===== config.mk =====
export PLATFORM = sky130hd
export DESIGN_NAME = uart_rx_ctrl
export DESIGN_NICKNAME = d
export VERILOG_FILES = /design/src/rtl/uart_rx_ctrl.sv
export SDC_FILE = /design/constraint.sdc
export NUM_CORES = 1
export LEC_CHECK = 0
export ABC_AREA = 1
export BUFFER_PORTS_ARGS = -buffer_cell sky130_fd_sc_hd__buf_2
export CORE_MARGIN = 5
export CORE_UTILIZATION = 60
export DETAILED_ROUTE_END_ITERATION = 12
export PLACE_DENSITY_LB_ADDON = 0.12
export SYNTH_ARGS = -nofsm -noshare
export SYNTH_HDL_FRONTEND = slang
export SYNTH_SLANG_ARGS = --single-unit

===== constraint.sdc =====
create_clock -name clk -period 3.2 [get_ports clk]
set_clock_uncertainty 0.2 [all_clocks]
set_input_delay 0.64 -clock clk [delete_from_list [all_inputs] [get_ports clk]]
set_output_delay 0.64 -clock clk [all_outputs]
set_load 0.03 [all_outputs]

===== src/rtl/uart_rx_ctrl.sv =====
// ---------------------------------------------------------------------------
// uart_rx_ctrl
//
// UART receive controller with configurable data width, optional odd/even
// parity and one or two stop bits. The frame configuration (prescale, parity
// enable/type, stop-bit count) is captured on the start-detection cycle and
// held for the whole frame, so the configuration inputs may change freely
// while a frame is in flight.
//
// Each bit is oversampled: the line is captured at the three edges centred
// on mid-bit (P/2-1, P/2, P/2+1) and the bit is resolved by majority vote at
// the last edge of the bit (P-1).
//
// Parameters
//   DATA_W      data bits per frame (5..9)
//   PRESCALE_W  width of the prescale input
//
// Ports
//   clk         clock
//   rst         asynchronous reset, active low
//   rx_in       serial line, synchronised to clk, idles high
//   prescale    clocks per bit (8, 16 or 32)
//   par_en      a parity bit follows the data bits
//   par_typ     0 = even parity, 1 = odd parity
//   stop2       0 = one stop bit, 1 = two stop bits
//   data_out    last frame received without error, LSB received first
//   data_valid  one-cycle pulse when data_out is updated
//   par_err     one-cycle pulse at frame end on parity mismatch
//   stp_err     one-cycle pulse at frame end if any stop bit sampled low
//   str_glitch  one-cycle pulse when a start bit is rejected
//   busy        high whenever a frame is in progress
// ---------------------------------------------------------------------------
module uart_rx_ctrl #(
    parameter int DATA_W     = 8,
    parameter int PRESCALE_W = 6
) (
    input  logic                  clk,
    input  logic                  rst,
    input  logic                  rx_in,
    input  logic [PRESCALE_W-1:0] prescale,
    input  logic                  par_en,
    input  logic                  par_typ,
    input  logic                  stop2,
    output logic [DATA_W-1:0]     data_out,
    output logic                  data_valid,
    output logic                  par_err,
    output logic                  stp_err,
    output logic                  str_glitch,
    output logic                  busy
);

    localparam int CNT_W = (DATA_W > 1) ? $clog2(DATA_W) : 1;

    typedef enum logic [2:0] {
        IDLE,
        START,
        DATA,
        PARITY,
        STOP
    } state_t;

    state_t                  state, state_nxt;
    logic [PRESCALE_W-1:0]   edge_cnt, edge_nxt;
    logic [CNT_W-1:0]        bit_cnt, bit_nxt;
    logic [2:0]              smp, smp_nxt;
    logic [DATA_W-1:0]       shreg, shreg_nxt;
    logic [DATA_W-1:0]       data_nxt;
    logic                    pe, pe_nxt;
    logic                    se, se_nxt;
    logic                    dv_nxt, perr_nxt, serr_nxt, glitch_nxt;

    logic [PRESCALE_W-1:0]   pscl_q, pscl_nxt;
    logic                    par_en_q, par_en_nxt;
    logic                    par_typ_q, par_typ_nxt;
    logic                    stop2_q, stop2_nxt;

    logic [PRESCALE_W-1:0]   half;
    logic [PRESCALE_W-1:0]   bit_end;
    logic                    at_end;
    logic                    maj;
    logic                    last_data;
    logic                    last_stop;
    logic                    par_exp;
    logic                    se_v;

    // Bit-timing landmarks, all derived from the prescale latched at start.
    assign half      = pscl_q >> 1;
    assign bit_end   = pscl_q - PRESCALE_W'(1);
    assign at_end    = (edge_cnt == bit_end);

    // Two-of-three vote over the mid-bit samples; all three are registered
    // well before the bit end for every legal prescale.
    assign maj       = (smp[0] & smp[1]) | (smp[0] & smp[2]) | (smp[1] & smp[2]);

    assign last_data = (bit_cnt == CNT_W'(DATA_W - 1));
    assign last_stop = (bit_cnt == CNT_W'(stop2_q));
    assign par_exp   = (^shreg) ^ par_typ_q;

    assign busy      = (state != IDLE);

    always_ff @(posedge clk or negedge rst) begin
        if (!rst) begin
            state      <= IDLE;
            edge_cnt   <= '0;
            bit_cnt    <= '0;
            smp        <= '0;
            shreg      <= '0;
            data_out   <= '0;
            pe         <= 1'b0;
            se         <= 1'b0;
            data_valid <= 1'b0;
            par_err    <= 1'b0;
            stp_err    <= 1'b0;
            str_glitch <= 1'b0;
            pscl_q     <= '0;
            par_en_q   <= 1'b0;
            par_typ_q  <= 1'b0;
            stop2_q    <= 1'b0;
        end else begin
            state      <= state_nxt;
            edge_cnt   <= edge_nxt;
            bit_cnt    <= bit_nxt;
            smp        <= smp_nxt;
            shreg      <= shreg_nxt;
            data_out   <= data_nxt;
            pe         <= pe_nxt;
            se         <= se_nxt;
            data_valid <= dv_nxt;
            par_err    <= perr_nxt;
            stp_err    <= serr_nxt;
            str_glitch <= glitch_nxt;
            pscl_q     <= pscl_nxt;
            par_en_q   <= par_en_nxt;
            par_typ_q  <= par_typ_nxt;
            stop2_q    <= stop2_nxt;
        end
    end

    always_comb begin
        state_nxt   = state;
        edge_nxt    = edge_cnt;
        bit_nxt     = bit_cnt;
        smp_nxt     = smp;
        shreg_nxt   = shreg;
        data_nxt    = data_out;
        pe_nxt      = pe;
        se_nxt      = se;
        dv_nxt      = 1'b0;
        perr_nxt    = 1'b0;
        serr_nxt    = 1'b0;
        glitch_nxt  = 1'b0;
        pscl_nxt    = pscl_q;
        par_en_nxt  = par_en_q;
        par_typ_nxt = par_typ_q;
        stop2_nxt   = stop2_q;
        se_v        = se;

        // Inside a frame the edge counter free-runs over 0..P-1 and the
        // mid-bit samples are captured at their fixed positions.
        if (state != IDLE) begin
            edge_nxt = at_end ? '0 : (edge_cnt + PRESCALE_W'(1));
            if (edge_cnt == (half - PRESCALE_W'(1))) smp_nxt[0] = rx_in;
            if (edge_cnt == half)                    smp_nxt[1] = rx_in;
            if (edge_cnt == (half + PRESCALE_W'(1))) smp_nxt[2] = rx_in;
        end

        case (state)
            IDLE: begin
                // The detection cycle is edge 0 of the start bit, so the
                // counter resumes at 1.
                if (!rx_in) begin
                    state_nxt   = START;
                    edge_nxt    = PRESCALE_W'(1);
                    bit_nxt     = '0;
                    pe_nxt      = 1'b0;
                    se_nxt      = 1'b0;
                    pscl_nxt    = prescale;
                    par_en_nxt  = par_en;
                    par_typ_nxt = par_typ;
                    stop2_nxt   = stop2;
                end
            end

            START: begin
                if (at_end) begin
                    if (maj) begin
                        glitch_nxt = 1'b1;
                        state_nxt  = IDLE;
                    end else begin
                        state_nxt  = DATA;
                        bit_nxt    = '0;
                    end
                end
            end

            DATA: begin
                // Shift right so the first received bit ends up at bit 0.
                if (at_end) begin
                    shreg_nxt = {maj, shreg[DATA_W-1:1]};
                    if (last_data) begin
                        bit_nxt   = '0;
                        state_nxt = par_en_q ? PARITY : STOP;
                    end else begin
                        bit_nxt   = bit_cnt + CNT_W'(1);
                    end
                end
            end

            PARITY: begin
                if (at_end) begin
                    if (maj != par_exp) pe_nxt = 1'b1;
                    state_nxt = STOP;
                end
            end

            STOP: begin
                // bit_cnt indexes the stop bit; the current bit's vote is
                // folded in directly so the final report needs no extra cycle.
                if (at_end) begin
                    se_v   = se | ~maj;
                    se_nxt = se_v;
                    if (last_stop) begin
                        state_nxt = IDLE;
                        bit_nxt   = '0;
                        perr_nxt  = pe;
                        serr_nxt  = se_v;
                        if (!pe && !se_v) begin
                            data_nxt = shreg;
                            dv_nxt   = 1'b1;
                        end
                    end else begin
                        bit_nxt = bit_cnt + CNT_W'(1);
                    end
                end
            end

            default: begin
                state_nxt = IDLE;
            end
        endcase
    end

endmodule


==> summary.md <==
| Metric | Value |
|---|---|
| Status | `finished clean` |
| Postcts setup bufs | `0` |
| Top Family by Delay on Critical Path | `simple AND/OR/NAND/NOR gates` |
| Flop pwr share | `34.0%` |
| Tightest Pin Transition | `0.997 ns` |
| Synth top area share | `42.3%` |
| DRC Markers | `0` |
| Critical-path cell with the highest stage delay | `dfrtp_1` |
| Critical path peak fanout | `16` |
| Initial DRC Count | `208` |
| DR pass1 iterations | `4` |
| PostCTS Resize Cnt | `0` |
| Avg Inst Size Synth | `7.71 sq um` |
| Ys async rst share | `100%` |
| Sw Ratio | `48.2%` |
| MaxCap Viol Count | `0` |
| Clock Path Buffers | `2` |
| Die Y | `77.3 um` |
| Cell area after synthesis | `2720 sq um` |
| Sequential area share after synthesis | `42.3%` |
| CP Capture Type | `flop` |
| DRT Wirelength | `5600 um` |
| Site Rows | `24` |
| Ant diodes | `0` |
| Crit path cell chain | `inv_1 > ha_1 > inv_1 > nand2_1 > nand2_1 > nor2_1 > nand2_1 > nor2_2 > nand3_4 > inv_4 > nand3_4 > nand2_1 > o21ai_2` |
| Die Span X | `77.3 um` |
| Commonest cells in the synthesized netlist | `nand2_1, dfrtp_1, inv_1` |
| Worst vdd ir | `0.640 mV` |
| Crit start category | `flop` |
| Final Hold Vio Count | `0` |
| CTS tree | `built` |
| Cells after DPL | `423` |
| Global-route wire length before repair | `9740 um` |
| CP most frequent cell | `nand2_1` |
| Comb power frac | `52.0%` |
| GRT Overall Usage | `19.9%` |
| Cell Pwr Density | `859 nW/um^2` |
| Cell-internal power | `1.31 mW` |
| Post-DP HPWL | `4250 um` |
| Initial antenna violation count | `0` |
| Largest net degree at the start of global routing | `47` |
| Final setup vio count | `0` |
| Area of the multi-input gates | `1310 sq um` |
| Htree depth | `2` |
| RSZ-0062 raised after global routing | `false` |
| Post-synth net total | `372` |
| Hold_buf cts | `0` |
| Routability Congestion | `0.897` |
| Hold Crit Class | `flop to flop` |
| Synth area leader | `dfrtp_1` |
| #FFs+latches synth | `46` |
| Worst skew pair latency | `0.30 ns` |
| Lkg Pwr | `1.56 nW` |
| PortBufs | `24` |
| GR Overflow Total | `0` |
| Final min period | `2.43 ns` |
| Vias in the first global route | `2137` |
| Final #Nets | `397` |
| EDFF count, synth | `0` |
| Pins Over Slew Limit | `0` |
| Total Neg Setup Slack | `0 ns` |
| Clk root buf | `clkbuf_8` |
| Synth cell types | `34` |
| Clk pin slew, worst setup/hold paths | `0.09 ns` |
| Layout fillers | `387` |
| # IOs | `25` |
| Placed Area | `2870 sq um` |
| Slew headroom | `33.5%` |
| Synth Instances | `353` |
| Clock Sink Count | `46` |
| Routed vias | `2264` |
| Clock network power share | `14.0%` |
| Most common flop cell mapped by yosys | `dfrtp_1` |
| Fmax | `412 MHz` |
| Total CTS buffers | `5` |
| Area added between synthesis and finish | `8.46%` |
| DR WL/cell | `13.0 um` |
| Worst path arrival time | `2.42 ns` |
| CP Buf/Inv Count | `3` |
| CP peak stage delay | `0.47 ns` |
| Fin cells | `431` |
| Syn. warnings | `0` |
| WS Path Type | `flop to flop` |
| Routed Antenna Nets | `0` |
| Worst Path Required | `3.19 ns` |
| Die area | `5980 sq um` |
| Final period util | `75.9%` |
| Core area | `4380 sq um` |
| Switching power | `1.22 mW` |
| Initial Util | `62.1%` |
| DR vias/cell | `5.25` |
| Layout cells sized above 1 | `17.4%` |
| Top-count cell post-synth | `nand2_1` |
| FF/Latch Area | `1150 sq um` |
| Synth area leaders | `dfrtp_1, nand2_1, inv_1` |
| Cell area after layout | `2950 sq um` |
==> layer usage <==
layer  global-route usage (%)  part of all wire (%)  up-vias
met3                     4.17                   4.2        9
met4                     6.19                   1.5        0
li1                         -                     -     1156
met1                     27.1                    46     1059
met2                     31.9                    48       40
met5                        0                     0        -
==> worst register-to-register path, cell delays in order, from the launching register on <==
cell	delay (ns)
dfrtp_1	0.47
inv_1	0.14
ha_1	0.32
inv_1	0.04
nand2_1	0.05
nand2_1	0.05
nor2_1	0.11
nand2_1	0.08
nor2_2	0.15
nand3_4	0.15
inv_4	0.13
nand3_4	0.21
nand2_1	0.16
o21ai_2	0.06
==> cells by family after synthesis <==
logic type	after synthesis	synth area share [%]
DFF	46	42.3
adders and majority gates	7	3.22
xor gates and xnor gates	17	5.47
and+or+nand+nor	165	26.9
buffers and inverters	63	9.75
AOI/OAI and AO/OA	55	12.4
==> layout by cell type, fill, tap and decap left out, drive strengths merged <==
master and instances:
nand2 100, inv 55, dfrtp 46, o21ai 34, nor2 28, buf 26
nand3 23, xor2 11, a21oi 11, ha 7, xnor2 6, clkbuf 6
nor3 6, nand4 4, or2 4, o21bai 3, clkinv 2, a31oi 1
a21o 1, o211ai 1, o21a 1, o31ai 1, a21boi 1, o2111ai 1
==> flip-flops by register name (all words and copies together) (netlist names), 3 cells and up <==
signal and count:
bit_cnt 3, data_out 8, shreg 8, smp 3
state 3, edge_cnt 6, pscl_q 6
==> final cells by class <==
cell class | count | area share (%)
repair buffers | 26 | 4.58
clock buffers | 6 | 2.46
clock inverters | 2 | 0.466
multi-input cells | 244 | 44.2
flip-flops and latches | 46 | 39.0
well taps | 52 | 2.20
inverters | 55 | 7.08
==> through the flow <==
stage / total power [mW] / hold WS [ns] / util (%) / setup slack, ns
after floorplan: 1.89 / 0.144 / - / 1.10
final: 2.54 / 0.278 / 67.3 / 0.771
after global routing: 2.78 / 0.309 / 67.3 / 0.576
after CTS: 2.54 / 0.283 / 67.3 / 0.773
after detailed placement: 2.18 / 0.262 / 65.4 / 0.805
after global placement: 2.13 / 0.261 / 65.4 / 0.879
==> power by group through the flow <==
stage                     Clock [mW]  Sequential (mW)  Combinational, mW
after CTS                      0.364            0.861               1.31
after global routing           0.399            0.885               1.49
after global placement             0            0.869               1.26
after floorplan                    0            0.818               1.07
after detailed placement           0            0.872               1.30
final                          0.354            0.863               1.32
==> final timing paths <==
path	from	end	slack, ns	cells past startpoint
max in group asynchronous	rst	edge_cnt[3]$_DFF_PN0_	1.88	1
max reg2reg	pscl_q[1]$_DFFE_PN0P_	data_out[5]$_DFFE_PN0P_	0.77	13
min reg2reg	data_out[7]$_DFFE_PN0P_	data_out[7]$_DFFE_PN0P_	0.28	2
min in group asynchronous	rst	pscl_q[2]$_DFFE_PN0P_	0.30	1
max	pscl_q[1]$_DFFE_PN0P_	data_out[5]$_DFFE_PN0P_	0.77	13
min	data_out[7]$_DFFE_PN0P_	data_out[7]$_DFFE_PN0P_	0.28	2
Note: power is estimated with default switching activity, not from simulation.
